<file path="src/rtl/pipe_hazard_ctrl_if.sv">
`default_nettype none
// ============================================================================
// Module   : pipe_hazard_ctrl_if
// Brief    : Pipeline-side control bundle between the 4-stage pipeline and its
//            hazard/sequencing controller. Perf outputs exist only when
//            HAZARD_PERF_CNT_EN is defined.
// Revision : 1.0  initial release
// ============================================================================
interface pipe_hazard_ctrl_if;
   logic [2:0]  Rs1_ID_EX;
   logic [2:0]  Rs2_ID_EX;
   logic        RegWrite_EX_WB;
   logic [2:0]  Rd_EX_WB;
   logic        MC_op_ID_EX;
   logic        MC_done;
   logic        Branch_taken;
   logic        Halt_req;

   logic        ForwardA;
   logic        ForwardB;
   logic        MC_start;
   logic        Stall;
   logic        Bubble_EX_WB;
   logic        Flush_IF_ID;
   logic        Flush_ID_EX;
   logic        Halt_ack;
   logic        MC_err;
`ifdef HAZARD_PERF_CNT_EN
   logic [15:0] Stall_cycles;
   logic [7:0]  Flush_count;
`endif

   // Controller side
   modport master (
      input  Rs1_ID_EX, Rs2_ID_EX, RegWrite_EX_WB, Rd_EX_WB,
             MC_op_ID_EX, MC_done, Branch_taken, Halt_req,
      output ForwardA, ForwardB, MC_start, Stall, Bubble_EX_WB,
             Flush_IF_ID, Flush_ID_EX, Halt_ack, MC_err
`ifdef HAZARD_PERF_CNT_EN
      , output Stall_cycles, Flush_count
`endif
   );

   // Pipeline side
   modport slave (
      output Rs1_ID_EX, Rs2_ID_EX, RegWrite_EX_WB, Rd_EX_WB,
             MC_op_ID_EX, MC_done, Branch_taken, Halt_req,
      input  ForwardA, ForwardB, MC_start, Stall, Bubble_EX_WB,
             Flush_IF_ID, Flush_ID_EX, Halt_ack, MC_err
`ifdef HAZARD_PERF_CNT_EN
      , input Stall_cycles, Flush_count
`endif
   );
endinterface
`default_nettype wire

</file>
<file path="src/rtl/pipe_hazard_ctrl.sv">
`default_nettype none
// ============================================================================
// Module   : pipe_hazard_ctrl
// Brief    : Forwarding, branch flush, multi-cycle EX stall/timeout and halt
//            control for the 4-stage 8-bit pipeline. Optional saturating
//            performance counters enabled by HAZARD_PERF_CNT_EN.
// Revision : 1.0  initial release
// ============================================================================
module pipe_hazard_ctrl #(
   parameter int MC_TIMEOUT = 15,
   parameter int TO_W       = 4
) (
   input  logic               Clk,
   input  logic               Reset,
   pipe_hazard_ctrl_if.master bus
);

   typedef enum logic [1:0] {
      ST_RUN     = 2'd0,
      ST_MC_WAIT = 2'd1,
      ST_HALT    = 2'd2
   } state_t;

   // Counter value in the MC_WAIT cycle that is the MC_TIMEOUT-th one
   localparam logic [TO_W-1:0] c_TO_LAST = TO_W'(MC_TIMEOUT - 1);
   localparam logic [TO_W-1:0] c_TO_ONE  = TO_W'(1);

   state_t          state_q, state_d;
   logic [TO_W-1:0] cnt_q, cnt_d;
   logic            halt_ack_q, halt_ack_d;
   logic            mc_err_q, mc_err_d;

   logic            w_mc_start;
   logic            w_stall;
   logic            w_bubble;
   logic            w_flush;

   assign bus.ForwardA     = bus.RegWrite_EX_WB & (bus.Rd_EX_WB == bus.Rs1_ID_EX);
   assign bus.ForwardB     = bus.RegWrite_EX_WB & (bus.Rd_EX_WB == bus.Rs2_ID_EX);
   assign bus.MC_start     = w_mc_start;
   assign bus.Stall        = w_stall;
   assign bus.Bubble_EX_WB = w_bubble;
   assign bus.Flush_IF_ID  = w_flush;
   assign bus.Flush_ID_EX  = w_flush;
   assign bus.Halt_ack     = halt_ack_q;
   assign bus.MC_err       = mc_err_q;

   always_comb begin
      state_d    = state_q;
      cnt_d      = cnt_q;
      mc_err_d   = mc_err_q;
      w_mc_start = 1'b0;
      w_stall    = 1'b0;
      w_bubble   = 1'b0;
      w_flush    = 1'b0;

      case (state_q)
         ST_RUN: begin
            if (bus.MC_op_ID_EX) begin
               w_mc_start = 1'b1;
               w_stall    = 1'b1;
               w_bubble   = 1'b1;
               cnt_d      = '0;
               state_d    = ST_MC_WAIT;
            end else begin
               w_flush = bus.Branch_taken;
               if (bus.Halt_req) begin
                  state_d = ST_HALT;
               end
            end
         end

         ST_MC_WAIT: begin
            if (bus.MC_done) begin
               state_d = ST_RUN;
            end else if (cnt_q == c_TO_LAST) begin
               // Abort: release the front end but drop the EX result
               w_bubble = 1'b1;
               mc_err_d = 1'b1;
               state_d  = ST_RUN;
            end else begin
               w_stall  = 1'b1;
               w_bubble = 1'b1;
               cnt_d    = cnt_q + c_TO_ONE;
            end
         end

         ST_HALT: begin
            w_stall  = 1'b1;
            w_bubble = 1'b1;
            if (!bus.Halt_req) begin
               state_d = ST_RUN;
            end
         end

         default: begin
            state_d = ST_RUN;
         end
      endcase

      halt_ack_d = (state_d == ST_HALT);
   end

   always_ff @(posedge Clk or negedge Reset) begin
      if (!Reset) begin
         state_q    <= ST_RUN;
         cnt_q      <= '0;
         halt_ack_q <= 1'b0;
         mc_err_q   <= 1'b0;
      end else begin
         state_q    <= state_d;
         cnt_q      <= cnt_d;
         halt_ack_q <= halt_ack_d;
         mc_err_q   <= mc_err_d;
      end
   end

`ifdef HAZARD_PERF_CNT_EN
   logic [15:0] stall_cycles_q;
   logic [7:0]  flush_count_q;

   always_ff @(posedge Clk or negedge Reset) begin
      if (!Reset) begin
         stall_cycles_q <= '0;
         flush_count_q  <= '0;
      end else begin
         if (w_stall && (stall_cycles_q != 16'hFFFF)) begin
            stall_cycles_q <= stall_cycles_q + 16'd1;
         end
         if (w_flush && (flush_count_q != 8'hFF)) begin
            flush_count_q <= flush_count_q + 8'd1;
         end
      end
   end

   assign bus.Stall_cycles = stall_cycles_q;
   assign bus.Flush_count  = flush_count_q;
`endif

endmodule
`default_nettype wire

</file>
<file path="src/flat_wrapper.sv">
// flat-port wrapper written by rule: the top's interface ports become plain ports
module pipe_hazard_ctrl_flat 
#(
   parameter int MC_TIMEOUT = 15,
   parameter int TO_W       = 4
)
  (Clk, Reset, bus_Rs1_ID_EX, bus_Rs2_ID_EX, bus_RegWrite_EX_WB, bus_Rd_EX_WB, bus_MC_op_ID_EX, bus_MC_done, bus_Branch_taken, bus_Halt_req, bus_ForwardA, bus_ForwardB, bus_MC_start, bus_Stall, bus_Bubble_EX_WB, bus_Flush_IF_ID, bus_Flush_ID_EX, bus_Halt_ack, bus_MC_err);
  pipe_hazard_ctrl_if bus_i ();
  input  logic Clk;
  input  logic Reset;
  input wire logic [$bits(bus_i.Rs1_ID_EX)-1:0] bus_Rs1_ID_EX;
  input wire logic [$bits(bus_i.Rs2_ID_EX)-1:0] bus_Rs2_ID_EX;
  input wire logic [$bits(bus_i.RegWrite_EX_WB)-1:0] bus_RegWrite_EX_WB;
  input wire logic [$bits(bus_i.Rd_EX_WB)-1:0] bus_Rd_EX_WB;
  input wire logic [$bits(bus_i.MC_op_ID_EX)-1:0] bus_MC_op_ID_EX;
  input wire logic [$bits(bus_i.MC_done)-1:0] bus_MC_done;
  input wire logic [$bits(bus_i.Branch_taken)-1:0] bus_Branch_taken;
  input wire logic [$bits(bus_i.Halt_req)-1:0] bus_Halt_req;
  output wire logic [$bits(bus_i.ForwardA)-1:0] bus_ForwardA;
  output wire logic [$bits(bus_i.ForwardB)-1:0] bus_ForwardB;
  output wire logic [$bits(bus_i.MC_start)-1:0] bus_MC_start;
  output wire logic [$bits(bus_i.Stall)-1:0] bus_Stall;
  output wire logic [$bits(bus_i.Bubble_EX_WB)-1:0] bus_Bubble_EX_WB;
  output wire logic [$bits(bus_i.Flush_IF_ID)-1:0] bus_Flush_IF_ID;
  output wire logic [$bits(bus_i.Flush_ID_EX)-1:0] bus_Flush_ID_EX;
  output wire logic [$bits(bus_i.Halt_ack)-1:0] bus_Halt_ack;
  output wire logic [$bits(bus_i.MC_err)-1:0] bus_MC_err;
  assign bus_i.Rs1_ID_EX = bus_Rs1_ID_EX;
  assign bus_i.Rs2_ID_EX = bus_Rs2_ID_EX;
  assign bus_i.RegWrite_EX_WB = bus_RegWrite_EX_WB;
  assign bus_i.Rd_EX_WB = bus_Rd_EX_WB;
  assign bus_i.MC_op_ID_EX = bus_MC_op_ID_EX;
  assign bus_i.MC_done = bus_MC_done;
  assign bus_i.Branch_taken = bus_Branch_taken;
  assign bus_i.Halt_req = bus_Halt_req;
  assign bus_ForwardA = bus_i.ForwardA;
  assign bus_ForwardB = bus_i.ForwardB;
  assign bus_MC_start = bus_i.MC_start;
  assign bus_Stall = bus_i.Stall;
  assign bus_Bubble_EX_WB = bus_i.Bubble_EX_WB;
  assign bus_Flush_IF_ID = bus_i.Flush_IF_ID;
  assign bus_Flush_ID_EX = bus_i.Flush_ID_EX;
  assign bus_Halt_ack = bus_i.Halt_ack;
  assign bus_MC_err = bus_i.MC_err;
  pipe_hazard_ctrl #(.MC_TIMEOUT(MC_TIMEOUT), .TO_W(TO_W)) u_core (.Clk(Clk), .Reset(Reset), .bus(bus_i));
endmodule
</file>
<file path="config.mk">
export PLATFORM = sky130hd
export DESIGN_NAME = pipe_hazard_ctrl_flat
export DESIGN_NICKNAME = d
export VERILOG_FILES = /design/src/rtl/pipe_hazard_ctrl_if.sv /design/src/rtl/pipe_hazard_ctrl.sv /design/src/flat_wrapper.sv
export SDC_FILE = /design/constraint.sdc
export NUM_CORES = 1
export LEC_CHECK = 0
export CORE_MARGIN = 5
export CORE_UTILIZATION = 38
export CTS_CLUSTER_DIAMETER = 80
export DETAILED_ROUTE_END_ITERATION = 8
export GPL_ROUTABILITY_DRIVEN = 1
export HOLD_SLACK_MARGIN = 0.02
export PLACE_DENSITY = 0.73
export SLEW_MARGIN = 40
export SYNTH_ARGS = -nofsm -noshare
export SYNTH_HDL_FRONTEND = slang
export SYNTH_SLANG_ARGS = --single-unit
</file>
<file path="constraint.sdc">
create_clock -name Clk -period 1.5 [get_ports Clk]
set_input_delay 0.15 -clock Clk [delete_from_list [all_inputs] [get_ports Clk]]
set_output_delay 0.15 -clock Clk [all_outputs]
set_load 0.02 [all_outputs]
</file>
==> results.sh, run 1 <==
export IMPL_status="finished, final reports clean"
export IMPL_ant_nets=0
export IMPL_reg2reg_from="u_core.cnt_q[2]"
export IMPL_synth_compound_area_share=0.0880
export IMPL_synth_top_cells_by_area="dfrtp_1 (39%), xor2_1 (6.8%), mux2i_1 (5.9%)"
export IMPL_grt_overflow=0
export IMPL_post_synth_num_cell_types=24
export IMPL_reg2regPathDepth=4
export IMPL_cp_startpoint="u_core.state_q[1]"
export IMPL_drive_gt1_frac=0.398
export IMPL_rsz0062_at_grt="yes"
export IMPL_skew_ns=0.00304
export IMPL_regToRegSetupSlack_ns=0.19
export IMPL_synthSimpleGateAreaFrac=0.264
export IMPL_cts_tree="yes"
export IMPL_post_drt_wl_per_cell_um=14.2
export IMPL_clk_pin_slew_ns=0.05
export IMPL_clock_sinks=8
export IMPL_finalSetupViolCount=0
export IMPL_drt_iter0_drc=14
export IMPL_crit_end="bus_Stall"
export IMPL_power_uw=927
export IMPL_crit_fanout=4
export IMPL_fin_crit_sh=0.983
export IMPL_slew_headroom=0.745
export IMPL_start_kind="flip-flop"
export IMPL_critical_path_class="flip-flop to output port"
export IMPL_vias_per_cell=5.22
export IMPL_post_route_min_period_ns=1.47
export IMPL_avgSynthCellArea_um2=10.2
export IMPL_place_gp_congestion=0.763
export IMPL_fill_cells=103
export IMPL_via_count=538
export IMPL_cts_root_buf="clkbuf_4"
export IMPL_rr_endpoint="u_core.cnt_q[3]"
export IMPL_yosysSeqAreaShare=0.391
export IMPL_finalMaxSlewViolations=0
export IMPL_cpMaxStageDelayCell="dfrtp_2"
export IMPL_synth_mux_area_frac=0.0587
export IMPL_ys_seq_elements=8
export IMPL_clock_latency_ns=0.25
export IMPL_place_hpwl_um=1120
export IMPL_syn_nets=68
export IMPL_cts_buffers=3
export IMPL_power_density_mw_per_mm2=1040
export IMPL_die_area_mm2=0.00218
export IMPL_synth_top_area_cell="dfrtp_1"
export IMPL_grt_max_degree=9
export IMPL_cp_required_ns=1.35
export IMPL_holdBufCountCts=0
export IMPL_grt_pass1_wl_um=2120
export IMPL_final_common_cell="clkdlybuf4s50_1"
export IMPL_fin_cells=103
export IMPL_htreeDepth=1
export IMPL_core_mm2=0.00128
export IMPL_synth_top_family_by_area="simple AND/OR/NAND/NOR gates"
export IMPL_cts_path_max_buffers=2
export IMPL_slowest_delay_ns=0.44
export IMPL_io_buffer_count=24
export IMPL_ios=25
export IMPL_antenna_found_initial=0
export IMPL_crit_path_cell_trace="or3b_4 -> nand3_1 -> buf_4"
export IMPL_tightest_slew_ns=0.381
export IMPL_max_freq_mhz=679
export IMPL_hold_class="input port to async pin"
export IMPL_drc_errors=0
export IMPL_firstDrtPassIters=4
export IMPL_fin_tns_setup_ns=0
export IMPL_yosys_warnings=0
export IMPL_first_global_vias=511
export IMPL_ir_drop_mv=0.463
export IMPL_routed_wl_um=1470
export IMPL_power_leakage_nw=0.430
export IMPL_synthXorXnorAreaFrac=0.103
export IMPL_antennaDiodeCount=0
export IMPL_finalNetCount=108
export IMPL_maxCapViolCount=0
export IMPL_synth_top_area_share=0.391
export IMPL_hold_viol=0
export IMPL_placedCellCount=98
export IMPL_syn_instance_count=50
export IMPL_areaGrowthSynthToFinish_pct=74.6
export IMPL_end_kind="output port"
export IMPL_grtUsageTotal=0.147
export IMPL_die_w_um=46.7
export IMPL_arrival_ns=1.32
export IMPL_die_h_um=46.7
export IMPL_synthAdderAreaFrac=0.0489
export IMPL_synth_area_um2=512
export IMPL_initial_core_util=0.398
export IMPL_num_rows=13
export IMPL_mostFrequentLayoutCells="clkdlybuf4s50_1 (17), buf_4 (15), dfrtp_1 (7)"
stage by stage:
step                      cell area (µm²)  worst slack (ns)  hold slack, ns   util
after global routing                  893           -0.0323           0.212  0.695
final                                 893            0.0262           0.180  0.695
after detailed placement              847            -0.387           0.460  0.659
after floorplan                       518             0.103          -0.146      -
after CTS                             867           0.00619           0.194  0.675
after global placement                847            -0.371           0.458  0.659
cell type report:
| class | count | area (µm²) | area share |
|---|---|---|---|
| clock buffer | 3 | 22.5 | 0.0252 |
| timing repair buffer | 37 | 320 | 0.359 |
| multi-input combinational | 37 | 319 | 0.357 |
| tap | 15 | 18.8 | 0.0210 |
| sequential | 8 | 201 | 0.225 |
| inverter | 3 | 11.3 | 0.0126 |
layer usage:
| layer | up-vias | track usage | part of all wire |
|---|---|---|---|
| met5 | - | 0 | 0 |
| met4 | 0 | 0.133 | 0.028 |
| met3 | 4 | 0.0430 | 0.081 |
| met2 | 29 | 0.239 | 0.52 |
| met1 | 252 | 0.150 | 0.37 |
| li1 | 253 | - | - |
timing repair:
action,in CTS,in global routing
pin swaps,1,0
gates resized for setup,30,13
endpoints found under the setup margin,7,7
setup buffers,0,2
how the worst min path moves through the flow:
stage,end,slack (ns),cells past startpoint
2_1_floorplan,u_core.bus.Halt_ack,-0.15,0
3_3_place_gp,u_core.cnt_q[3],0.46,1
3_5_place_dp,u_core.bus.MC_err,0.46,1
4_1_cts,u_core.bus.MC_err,0.19,1
5_1_grt,u_core.bus.MC_err,0.21,1
6_report,u_core.bus.MC_err,0.18,1
where the power goes:
group          internal, mW  switching (mW)
clock network        0.0916          0.0740
registers             0.260          0.0285
logic                 0.250           0.223
total                 0.601           0.325
synthesized netlist by cell type:
master    number
ha_1           2
dfrtp_1        8
inv_1          3
nand2_1        7
nor3b_1        2
and4bb_4       1
xor2_1         4
a311oi_2       1
buf_2          1
a31oi_1        1
and3_1         1
xnor2_1        2
nand3_1        3
o21ai_0        1
nor3_1         2
or3b_1         1
and2b_2        1
a31o_2         1
nor3b_2        1
or2b_1         1
nor4b_1        1
o31a_2         1
buf_4          1
mux2i_1        3
cell families (layout without fill, tap and decap cells):
| kind of cell | Yosys count | after routing |
|---|---|---|
| AND/OR/NAND/NOR | 21 | 21 |
| flip-flops | 8 | 8 |
| XOR/XNOR | 6 | 6 |
| AO/OA/AOI/OAI | 5 | 5 |
| buffers and inverters | 5 | 43 |
| multiplexers | 3 | 3 |
| adder cells (fa/ha/maj) | 2 | 2 |
worst max-delay path, delay by kind of cell (launching register included):
kind                   cells  cell delay (ns)
flip-flops                 1             0.44
AND/OR/NAND/NOR            2             0.49
buffers and inverters      1             0.14
state kept, by name (all words and copies together), names as in the netlist:
signal / cells
u_core.state_q: 2
u_core.bus.MC_err: 1
u_core.cnt_q: 4
u_core.bus.Halt_ack: 1
No activity file was read; power rests on OpenSTA's default activity.
==> inputs of run 2 (changes only) <==
CTS_CLUSTER_SIZE = 14   (was default)
==> results of run 2 <==
Same layout as run 1: the final DEF is identical, and so are final timing and power.
==> inputs of run 3 (changes only) <==
PLACE_DENSITY = 0.76   (was 0.73)
==> results.sh, run 3 (synthesized netlist as in run 1, its figures left out) <==
export IMPL_status="complete, but fails checks"
export IMPL_failed_checks="setup timing"
export IMPL_num_rows=13
export IMPL_htreeDepth=1
export IMPL_post_route_util=0.717
export IMPL_drc_errors=0
export IMPL_die_area_mm2=0.00218
export IMPL_start_kind="flip-flop"
export IMPL_mostFrequentLayoutCells="buf_4 (18), clkdlybuf4s50_1 (17), dfrtp_1 (8)"
export IMPL_die_h_um=46.7
export IMPL_hold_class="input port to async pin"
export IMPL_die_w_um=46.7
export IMPL_slew_headroom=0.748
export IMPL_firstDrtPassIters=4
export IMPL_clock_power_share=0.184
export IMPL_vias_per_cell=5.01
export IMPL_fin_tns_setup_ns=-0.0597
export IMPL_initial_core_util=0.398
export IMPL_first_global_vias=526
export IMPL_io_buffer_count=24
export IMPL_drive_gt1_frac=0.391
export IMPL_grtUsageTotal=0.151
export IMPL_reg2regPathDepth=5
export IMPL_finalSetupViolCount=2
export IMPL_ant_nets=0
export IMPL_rr_endpoint="u_core.cnt_q[3]"
export IMPL_switching_power_uw=323
export IMPL_core_mm2=0.00128
export IMPL_holdBufCountCts=0
export IMPL_cts_buffers=3
export IMPL_crit_end="bus_Stall"
export IMPL_final_common_cell="buf_4"
export IMPL_antennaDiodeCount=0
export IMPL_largest_reg_flops=4
export IMPL_power_leakage_nw=0.459
export IMPL_areaGrowthSynthToFinish_pct=80.0
export IMPL_skew_ns=0.00627
export IMPL_post_drt_wl_per_cell_um=13.9
export IMPL_drt_iter0_drc=4
export IMPL_tightest_slew_ns=0.377
export IMPL_end_kind="output port"
export IMPL_reg2reg_from="u_core.state_q[1]"
export IMPL_critical_path_class="flip-flop to output port"
export IMPL_power_density_mw_per_mm2=1020
export IMPL_fin_crit_sh=1.03
export IMPL_place_hpwl_um=1130
export IMPL_crit_fanout=3
export IMPL_p_sw_frac=0.345
export IMPL_clock_latency_ns=0.26
export IMPL_cts_root_buf="clkbuf_4"
export IMPL_max_freq_mhz=650
export IMPL_post_route_min_period_ns=1.54
export IMPL_clock_sinks=8
export IMPL_hold_ws_ns=0.169
export IMPL_regToRegSetupSlack_ns=0.12
export IMPL_antenna_found_initial=0
export IMPL_maxCapViolCount=0
export IMPL_ir_drop_mv=0.529
export IMPL_finalMaxSlewViolations=0
export IMPL_grt_pass1_wl_um=2150
export IMPL_grt_overflow=0
export IMPL_cts_tree="yes"
export IMPL_sequentialPowerShare=0.304
export IMPL_arrival_ns=1.39
export IMPL_combPwrFrac=0.512
export IMPL_hold_viol=0
export IMPL_via_count=536
export IMPL_finalNetCount=112
export IMPL_rsz0062_at_grt="yes"
export IMPL_place_gp_congestion=0.774
export IMPL_routed_wl_um=1490
export IMPL_placedCellCount=102
export IMPL_clk_pin_slew_ns=0.06
export IMPL_fill_cells=107
export IMPL_internal_power_uw=614
export IMPL_grt_max_degree=9
export IMPL_cts_path_max_buffers=2
export IMPL_cp_required_ns=1.35
export IMPL_worst_slack_ns=-0.0390
export IMPL_top_register="u_core.cnt_q"
export IMPL_ios=25
export IMPL_largestRegisters="u_core.cnt_q (4), u_core.state_q (2)"
export IMPL_fin_cells=107
export IMPL_cp_startpoint="u_core.state_q[1]"
[run 3: cell count changes in the layout (fill, tap and decap cells not counted), sizes merged]
cell | previous run | this run
clkbuf | 5 | 4
dlygate4sd1 | 0 | 1
buf | 18 | 22
[run 3: routing by layer]
layer | wire length (µm) | GRT usage | vias to the layer above
li1 | - | - | 263
met3 | 114 | 0.0391 | 4
met1 | 533 | 0.141 | 249
met2 | 803 | 0.280 | 20
met4 | 34 | 0.0994 | 0
met5 | 0 | 0 | -
[run 3: how the worst min path moves through the flow]
stage                               end  slack [ns]  depth (start not counted)
floorplan           u_core.bus.Halt_ack       -0.15                          0
global placement      u_core.bus.MC_err        0.45                          1
detailed placement      u_core.cnt_q[3]        0.46                          1
CTS                     u_core.cnt_q[3]        0.18                          1
global route            u_core.cnt_q[3]        0.19                          1
finish                  u_core.cnt_q[3]        0.17                          1
[run 3: worst max-delay path: stages (launching register included)]
cell and delay, ns:
dfrtp_1 0.40, buf_6 0.13, or3b_4 0.40, nand3_2 0.09, buf_6 0.11
[run 3: layout make-up]
cell class / instances / area, µm² / share of cell area
inverter: 3 / 11.3 / 0.0122
tap: 15 / 18.8 / 0.0204
timing repair buffer: 41 / 358 / 0.389
sequential: 8 / 200 / 0.217
clock buffer: 3 / 22.5 / 0.0245
multi-input combinational: 37 / 310 / 0.337
[run 3: timing repair]
item,4_1_cts,5_1_grt
endpoints found under the setup margin,7,6
endpoints found under the hold margin,0,0
pin swaps,0,1
setup buffers,1,1
resized for setup,29,10
[run 3: power groups by stage]
stage	Sequential, mW	Combinational, mW	Clock, mW
2_1_floorplan	0.314	0.172	0
5_1_grt	0.289	0.520	0.192
3_3_place_gp	0.285	0.437	0
6_report	0.284	0.479	0.172
4_1_cts	0.284	0.463	0.177
3_5_place_dp	0.290	0.451	0
[run 3: per-stage QoR]
stage | instance area, µm² | power (mW) | setup WS, ns
after detailed placement | 877 | 0.741 | -0.381
after global routing | 921 | 1.00 | -0.104
after global placement | 877 | 0.723 | -0.347
after CTS | 903 | 0.925 | -0.0468
after floorplan | 518 | 0.486 | 0.103
final | 921 | 0.936 | -0.0390
